[src/rtl/dds_voice_bank.sv]
// ============================================================================
// Module      : dds_voice_bank
// Description : Time-multiplexed multi-voice DDS oscillator bank with a
//               summed output and valid/ready handshake with sticky overrun.
// Revision    : 1.0
// ============================================================================
`default_nettype none

module dds_voice_bank #(
    parameter int NV = 4,
    parameter int AW = 16,
    parameter int OW = 12,
    localparam int LW = $clog2(NV),
    localparam int MW = OW + LW
) (
    input  logic          clk,
    input  logic          rst,
    input  logic          en,
    input  logic          wr_en,
    input  logic [LW-1:0] wr_voice,
    input  logic [1:0]    wr_sel,
    input  logic [AW-1:0] wr_data,
    output logic [MW-1:0] out_data,
    output logic          out_valid,
    input  logic          out_ready,
    output logic          overrun
);

    localparam logic [LW-1:0] LAST_SLOT = LW'(NV - 1);
    localparam logic [OW-1:0] DUTY_RST  = {1'b1, {(OW-1){1'b0}}};

    logic [LW-1:0] r_slot;
    logic [MW-1:0] r_mix;

    logic [AW-1:0] w_acc  [NV];
    logic [1:0]    w_mode [NV];
    logic [OW-1:0] w_duty [NV];

    logic [OW-1:0] w_p;
    logic [OW-1:0] w_tri;
    logic [OW-1:0] w_wave;
    logic [MW-1:0] w_wave_ext;
    logic          w_load;

    // Per-voice state; a phase reset is written last so it overrides the accumulate
    for (genvar v = 0; v < NV; v++) begin : g_voice
        localparam logic [LW-1:0] VIDX = LW'(v);
        logic [AW-1:0] r_acc;
        logic [AW-1:0] r_tune;
        logic [1:0]    r_mode;
        logic [OW-1:0] r_duty;

        always_ff @(posedge clk) begin
            if (rst) begin
                r_acc  <= '0;
                r_tune <= '0;
                r_mode <= 2'b00;
                r_duty <= DUTY_RST;
            end else begin
                if (en && (r_slot == VIDX))
                    r_acc <= r_acc + r_tune;
                if (wr_en && (wr_voice == VIDX)) begin
                    case (wr_sel)
                        2'b00:   r_tune <= wr_data;
                        2'b01:   r_mode <= wr_data[1:0];
                        2'b10:   r_duty <= wr_data[OW-1:0];
                        default: r_acc  <= '0;
                    endcase
                end
            end
        end

        assign w_acc[v]  = r_acc;
        assign w_mode[v] = r_mode;
        assign w_duty[v] = r_duty;
    end

    always_comb begin
        w_p    = w_acc[r_slot][AW-1 -: OW];
        w_tri  = {w_p[OW-2:0], 1'b0};
        w_wave = '0;
        case (w_mode[r_slot])
            2'b01:   w_wave = w_p;
            2'b10:   w_wave = (w_p < w_duty[r_slot]) ? {OW{1'b1}} : '0;
            2'b11:   w_wave = w_p[OW-1] ? ~w_tri : w_tri;
            default: w_wave = '0;
        endcase
    end

    assign w_wave_ext = {{LW{1'b0}}, w_wave};
    assign w_load     = en && (r_slot == LAST_SLOT);

    always_ff @(posedge clk) begin
        if (rst) begin
            r_slot    <= '0;
            r_mix     <= '0;
            out_data  <= '0;
            out_valid <= 1'b0;
            overrun   <= 1'b0;
        end else begin
            if (en) begin
                r_slot <= r_slot + 1'b1;
                if (r_slot == '0)
                    r_mix <= w_wave_ext;
                else if (r_slot != LAST_SLOT)
                    r_mix <= r_mix + w_wave_ext;
            end
            // A load during a handshake counts as accept-then-reload: valid stays set
            if (w_load) begin
                out_data  <= r_mix + w_wave_ext;
                out_valid <= 1'b1;
                if (out_valid && !out_ready)
                    overrun <= 1'b1;
            end else if (out_valid && out_ready) begin
                out_valid <= 1'b0;
            end
        end
    end

endmodule

`default_nettype wire
[config.mk]
export PLATFORM = sky130hd
export DESIGN_NAME = dds_voice_bank
export DESIGN_NICKNAME = d
export VERILOG_FILES = /design/src/rtl/dds_voice_bank.sv
export SDC_FILE = /design/constraint.sdc
export NUM_CORES = 1
export LEC_CHECK = 0
export CAP_MARGIN = 20
export CORE_ASPECT_RATIO = 1.75
export CORE_MARGIN = 2
export CORE_UTILIZATION = 60
export CTS_CLUSTER_SIZE = 25
export DETAILED_ROUTE_END_ITERATION = 16
export PLACE_DENSITY = 0.88
export REMOVE_ABC_BUFFERS = 1
export SLEW_MARGIN = 20
export SYNTH_ARGS = -nofsm -noshare
export SYNTH_HDL_FRONTEND = slang
export SYNTH_SLANG_ARGS = --single-unit
[constraint.sdc]
create_clock -name clk -period 11.1 [get_ports clk]
set_clock_uncertainty 0.2 [all_clocks]
set_input_delay 1.665 -clock clk [delete_from_list [all_inputs] [get_ports clk]]
set_output_delay 1.665 -clock clk [all_outputs]
set_load 0.005 [all_outputs]
### Word level (Yosys, flattened, before mapping)

Index checks and enable logic that the tools add are counted.
Widths: inputs -> output; s select.

* register bits after elaboration: 216
* input bits: 25
* output and inout port bits: 16
* word-level logic and storage cells: 102

* $add $sub $neg: 6
* $lt $le $gt $ge: 2
* equal/unequal tests: 12
* muxes and demuxes: 28
* bitwise operators: 2
* reduce and logical (&&, ||, !) cells: 31

Operators by type and width (number)
* $mux 16: 14
* $add 16x16->16: 4
* $mux 12: 4
* $pmux 12 s3: 1
* $bmux 16 s2: 1
* $mux 14: 2
* $reduce_and 2->1: 14
* $bmux 12 s2: 1
* $add 14x12->14: 1
* $eq 2x2->1 const B: 7
* $lt 12x12->1: 1
* $not 12->12: 1
* $logic_and 1x1->1: 10
* $eq 2x1->1 const B: 4
* $logic_not 2->1: 3
* $bmux 2 s2: 1
* $mux 2: 2
* $reduce_bool 2->1: 2
* $ge 3x3->1 const B: 1
* $not 2->3: 1
* $reduce_or 3->1: 1
* $add 2x1->2 const B: 1
* $mux 1: 2
* $ne 2x2->1 const B: 1
* $logic_not 1->1: 1

### Logic depth before layout (Yosys ltp)

* depth after elaboration: 10
* mapped depth: 23

### Least setup slack after synthesis

No wires, ideal clock.

* path kind: register to register
* from: reg r_slot[0]
* to: reg out_data[12]
* library setup time: 0.120 ns
* data arrival time: 4.723 ns
* required time: 10.780 ns
* slack: 6.057 ns
* stages on the path, launching flop included: 24
* cells stage by stage: dfxtp_1 -> buf_6 -> buf_4 -> buf_2 -> mux4_2 -> inv_1 -> ha_1 -> a21oi_1 -> nor3_1 -> nor4b_4 -> o211ai_2 -> or2_1 -> buf_6 -> o21ai_2 -> ha_1 -> inv_1 -> fa_1 -> nor2b_1 -> o21ai_0 -> a21o_1 -> a21oi_1 -> o211ai_1 -> and4_1 -> a211o_1

* longest elaborated chain between the ends: 8
* elaborated cells on any way between the ends: 21
* classes of those cells: add/sub: 1; order compare: 1; eq/ne: 4; mux: 12; bitwise: 2; reduce/logical: 1

Ends and longest elaborated chain
* from (decl): RTL line 32 `logic [LW-1:0] r_slot;`
* from (signal assigned): RTL line 102 `r_slot <= r_slot + 1'b1;`
* $not 2->3 (not written as such): RTL line 79, 82, 84
* $bmux 16 s2 or $bmux 12 s2 (tied branches): RTL line 79, 84
* $mux 16 (not written as such) or $mux 12 (tied branches) (2 in a row): RTL line 79, 84
* $lt 12x12->1 or $not 12->12 (tied branches): RTL line 84, 85
* $mux 12 (on tied branches): RTL line 84, 85
* $pmux 12 s3: RTL line 82 `case (w_mode[r_slot])`
* $add 14x12->14: RTL line 110 `out_data <= r_mix + w_wave_ext;`
* to (signal assigned): RTL line 110
* to (decl): RTL line 23 `output logic [MW-1:0] out_data,`

Several ways; a longest one is shown, not always the timed one. The select of a mux whose other input is x is not followed.
A chain may end at the register's enable or synchronous reset.

### Worst setup path after layout

Ends and elaborated chain as after synthesis.

==> results.md <==
* Status: finished, final reports clean
* Synth top area cells: dfxtp_1 35%, nand2_1 9.2%, ha_1 8.9%
* Final nets at 1617
* DIE AREA at 21930 um2
* Proportion of netlist area held by the largest area contributor at 0.3479
* Post-synthesis cell type with the largest combined area: dfxtp_1
* Commonest cells after routing, fill and taps aside: 305 x nand2_1, 215 x dfxtp_1, 187 x a21oi_1
* Syn Inst Count at 1516
* Antenna violations before repair at 0
* Fin crit share at 0.4882
* Routed via count at 11376
* Synthesized flop and latch total at 216
* Total grt overflow at 0
* First-pass GRT wire length at 57110 um
* Die Y at 194.4 um
* CTS tree: yes
* Post-synthesis sequential area ratio at 0.3479
* Global-route usage over all layers at 0.3254
* CTS root buffer: clkbuf_16
* Hold slack at 0.2524 ns
* Skew-Pair Late Insertion Delay at 0.54 ns
* Cell family with most CP delay: compound AO/OA/AOI/OAI gates
* CP Launch Type: register
* Synth warnings at 0
* Routability cong. at 0.9854
* Post-DRT Antenna Nets at 0
* Max_cap viols at 0
* # diodes at 0
* Synth Area in Compound Gates at 0.1993
* Peak VDD IR at 0.1346 mV
* CTS max path bufs at 3
* Most used cell along the critical path: ha_1
* Detailed placement HPWL at 25660 um
* Top_reg_cell synth: dfxtp_1
* Fillers at 1634
* Hold_buf cts at 0
* DRC at 0
* Xor and xnor area share after synthesis at 0.03523
* Port Buffers at 40
* Required @ worst endpoint at 11.32 ns
* Adder-cell share of the synthesized area at 0.09664
* Crit path buf inv count at 1
* Post-CTS Setup Repair Bufs at 0
* Lkg Pwr at 5.197 nW
* Critical path arrival at 5.64 ns
* Setup_tns at 0 ns
* Critical path class: reg -> reg
* Synthesized cell area at 12430 um2
* H-tree depth at 1
* Final wirelength at 36330 um
* Area grow syn2layout at 9.020%
* Period minus WS final at 5.419 ns
* Largest net degree at the start of global routing at 90
* Clk slew on worst S/H paths at 0.06 ns
* Power Dens Cells at 123.9 nW/um2
* RSZ-0062 raised after global routing: no
* Starting Density at 0.6126
* Ys async rst share at 0
* Core Region at 20290 um2
* Vias in the first global route at 11044
* Mean post-synth cell area at 8.199 um2
* Clock buffer count from CTS at 22
* Hold Path Class: reg -> reg
* Share of cells above drive strength 1 at 0.06205
* Vias per cell at 6.453
* DR WL/cell at 20.61 um
* Crit path max fanout at 32
* Max-slew headroom at 0.3609
* Worst Tran Pin Value at 0.9581 ns
* Critical Path, Cell by Cell: mux4_2 -> ha_1 -> nand4_1 -> nor3_1 -> nor4b_4 -> o211ai_2 -> or2_1 -> o21ai_2 -> ha_1 -> inv_1 -> fa_1 -> nor2b_1 -> o21ai_0 -> a21o_1 -> a21oi_1 -> o211ai_1 -> and4_1 -> a211o_1
* Most common cell after layout, fill and taps aside: nand2_1
* Max-slew violations at 0
* Main combinational cell family by area after synthesis: simple AND/OR/NAND/NOR gates
* Cts repair resizes at 0
* # setup viols final at 0
* Critical Path Max Stage Delay at 0.78 ns
* Post-synthesis mux area share at 0.07268
* Worst-path cell with the longest stage delay: mux4_2
* Drt first pass iters at 5
* Fmax at 184.5 MHz
* Yosys cell types at 72
* Horiz. Die Dim at 112.8 um
* Number of synthesized flops with an enable pin at 0
* Ports at 41
* Hold Vio Cnt, Final at 0
* Iter 0 DRT Violations at 971
* CTS sink cnt at 216
* Synth Area in Simple Gates at 0.2093
* # rows at 69
* Setup crit end kind: register
-- layout make-up --
type,instances,area [um2],area share
clock buffer,30,621.8,0.04589
clock inverter,10,86.33,0.006371
inverter,27,101.3,0.007479
multi-input combinational,1183,7637,0.5636
sequential,216,4328,0.3194
tap,248,310.3,0.02290
timing repair buffer,49,465.4,0.03435
-- flip-flops by register name, indices dropped and copies added (netlist names) --
name and cells:
g_voice.r_tune 64, r_slot 2, g_voice.r_duty 48, overrun 1
out_valid 1, g_voice.r_mode 8, r_mix 14, out_data 14
g_voice.r_acc 64
-- cells by family after synthesis --
| kind of cell | count (synthesis) |
|---|---|
| fa+ha+maj | 93 |
| xor+xnor | 50 |
| flops | 216 |
| simple gates | 575 |
| buf+inv | 117 |
| compound gates | 406 |
| mux | 59 |
-- cells in the mapped netlist, types with 5 or more instances --
cell / instances
o31ai_1: 5
xnor2_1: 40
o21ai_1: 5
buf_1: 9
mux2i_1: 34
a21oi_1: 187
mux4_2: 25
xor2_1: 10
dfxtp_1: 216
a21o_1: 27
nand4_1: 15
fa_1: 5
or3_1: 9
nand3_1: 32
nand3b_1: 5
o21bai_1: 7
o21ai_0: 63
ha_1: 88
o21ai_2: 5
and3_1: 7
o21a_1: 7
nand2b_1: 14
nor3_1: 32
nand2_1: 305
clkbuf_1: 68
o211ai_1: 5
and2_1: 7
a211oi_1: 28
a31oi_1: 18
nor2b_1: 14
nor4_1: 7
nor2_1: 97
o2bb2ai_1: 6
buf_2: 6
a211o_1: 10
inv_1: 27
and4_1: 11
-- per-layer routing --
layer  up-vias  GRT usage  part of all wire
li1       5366          -                 -
met1      5333     0.3599              0.35
met2       516     0.5607              0.49
met3       161    0.03929             0.072
met4         0     0.2462             0.088
met5         -          0                 0
-- worst reg2reg max path, delay by kind of cell (launching register included) --
| family | cells | cell delay, ns |
|---|---|---|
| compound gates | 7 | 1.31 |
| fa+ha+maj | 3 | 0.98 |
| buf+inv | 1 | 0.06 |
| flops | 1 | 0.72 |
| mux | 1 | 0.79 |
| simple gates | 6 | 1.27 |
-- report_power, final --
group,internal (mW),switching [mW],total (mW)
clock network,0.418,0.327,0.746
logic,0.0441,0.0917,0.136
registers,0.785,0.0123,0.797
total,1.25,0.431,1.68
-- path summary, 6_finish.rpt --
kind,slack (ns),from,depth (start not counted),end
max,5.68,r_slot[0],18,out_data[12]
min,0.25,out_data[4],2,out_data[4]
max reg2reg,5.68,r_slot[0],18,out_data[12]
min reg2reg,0.25,out_data[4],2,out_data[4]
-- per-stage QoR --
step / std cells / setup WS, ns / util / total power, mW / area (um2)
global placement: 1723 / 5.509 / 0.6321 / 0.9432 / 12820
detailed placement: 1723 / 5.423 / 0.6321 / 0.9458 / 12820
global route: 1763 / 5.375 / 0.6679 / 1.720 / 13550
CTS: 1763 / 5.379 / 0.6670 / 1.678 / 13530
finish: 1763 / 5.681 / 0.6679 / 1.678 / 13550
floorplan: 1426 / 5.444 / - / 0.8835 / 12050
Note: power is estimated with default switching activity, not from simulation.
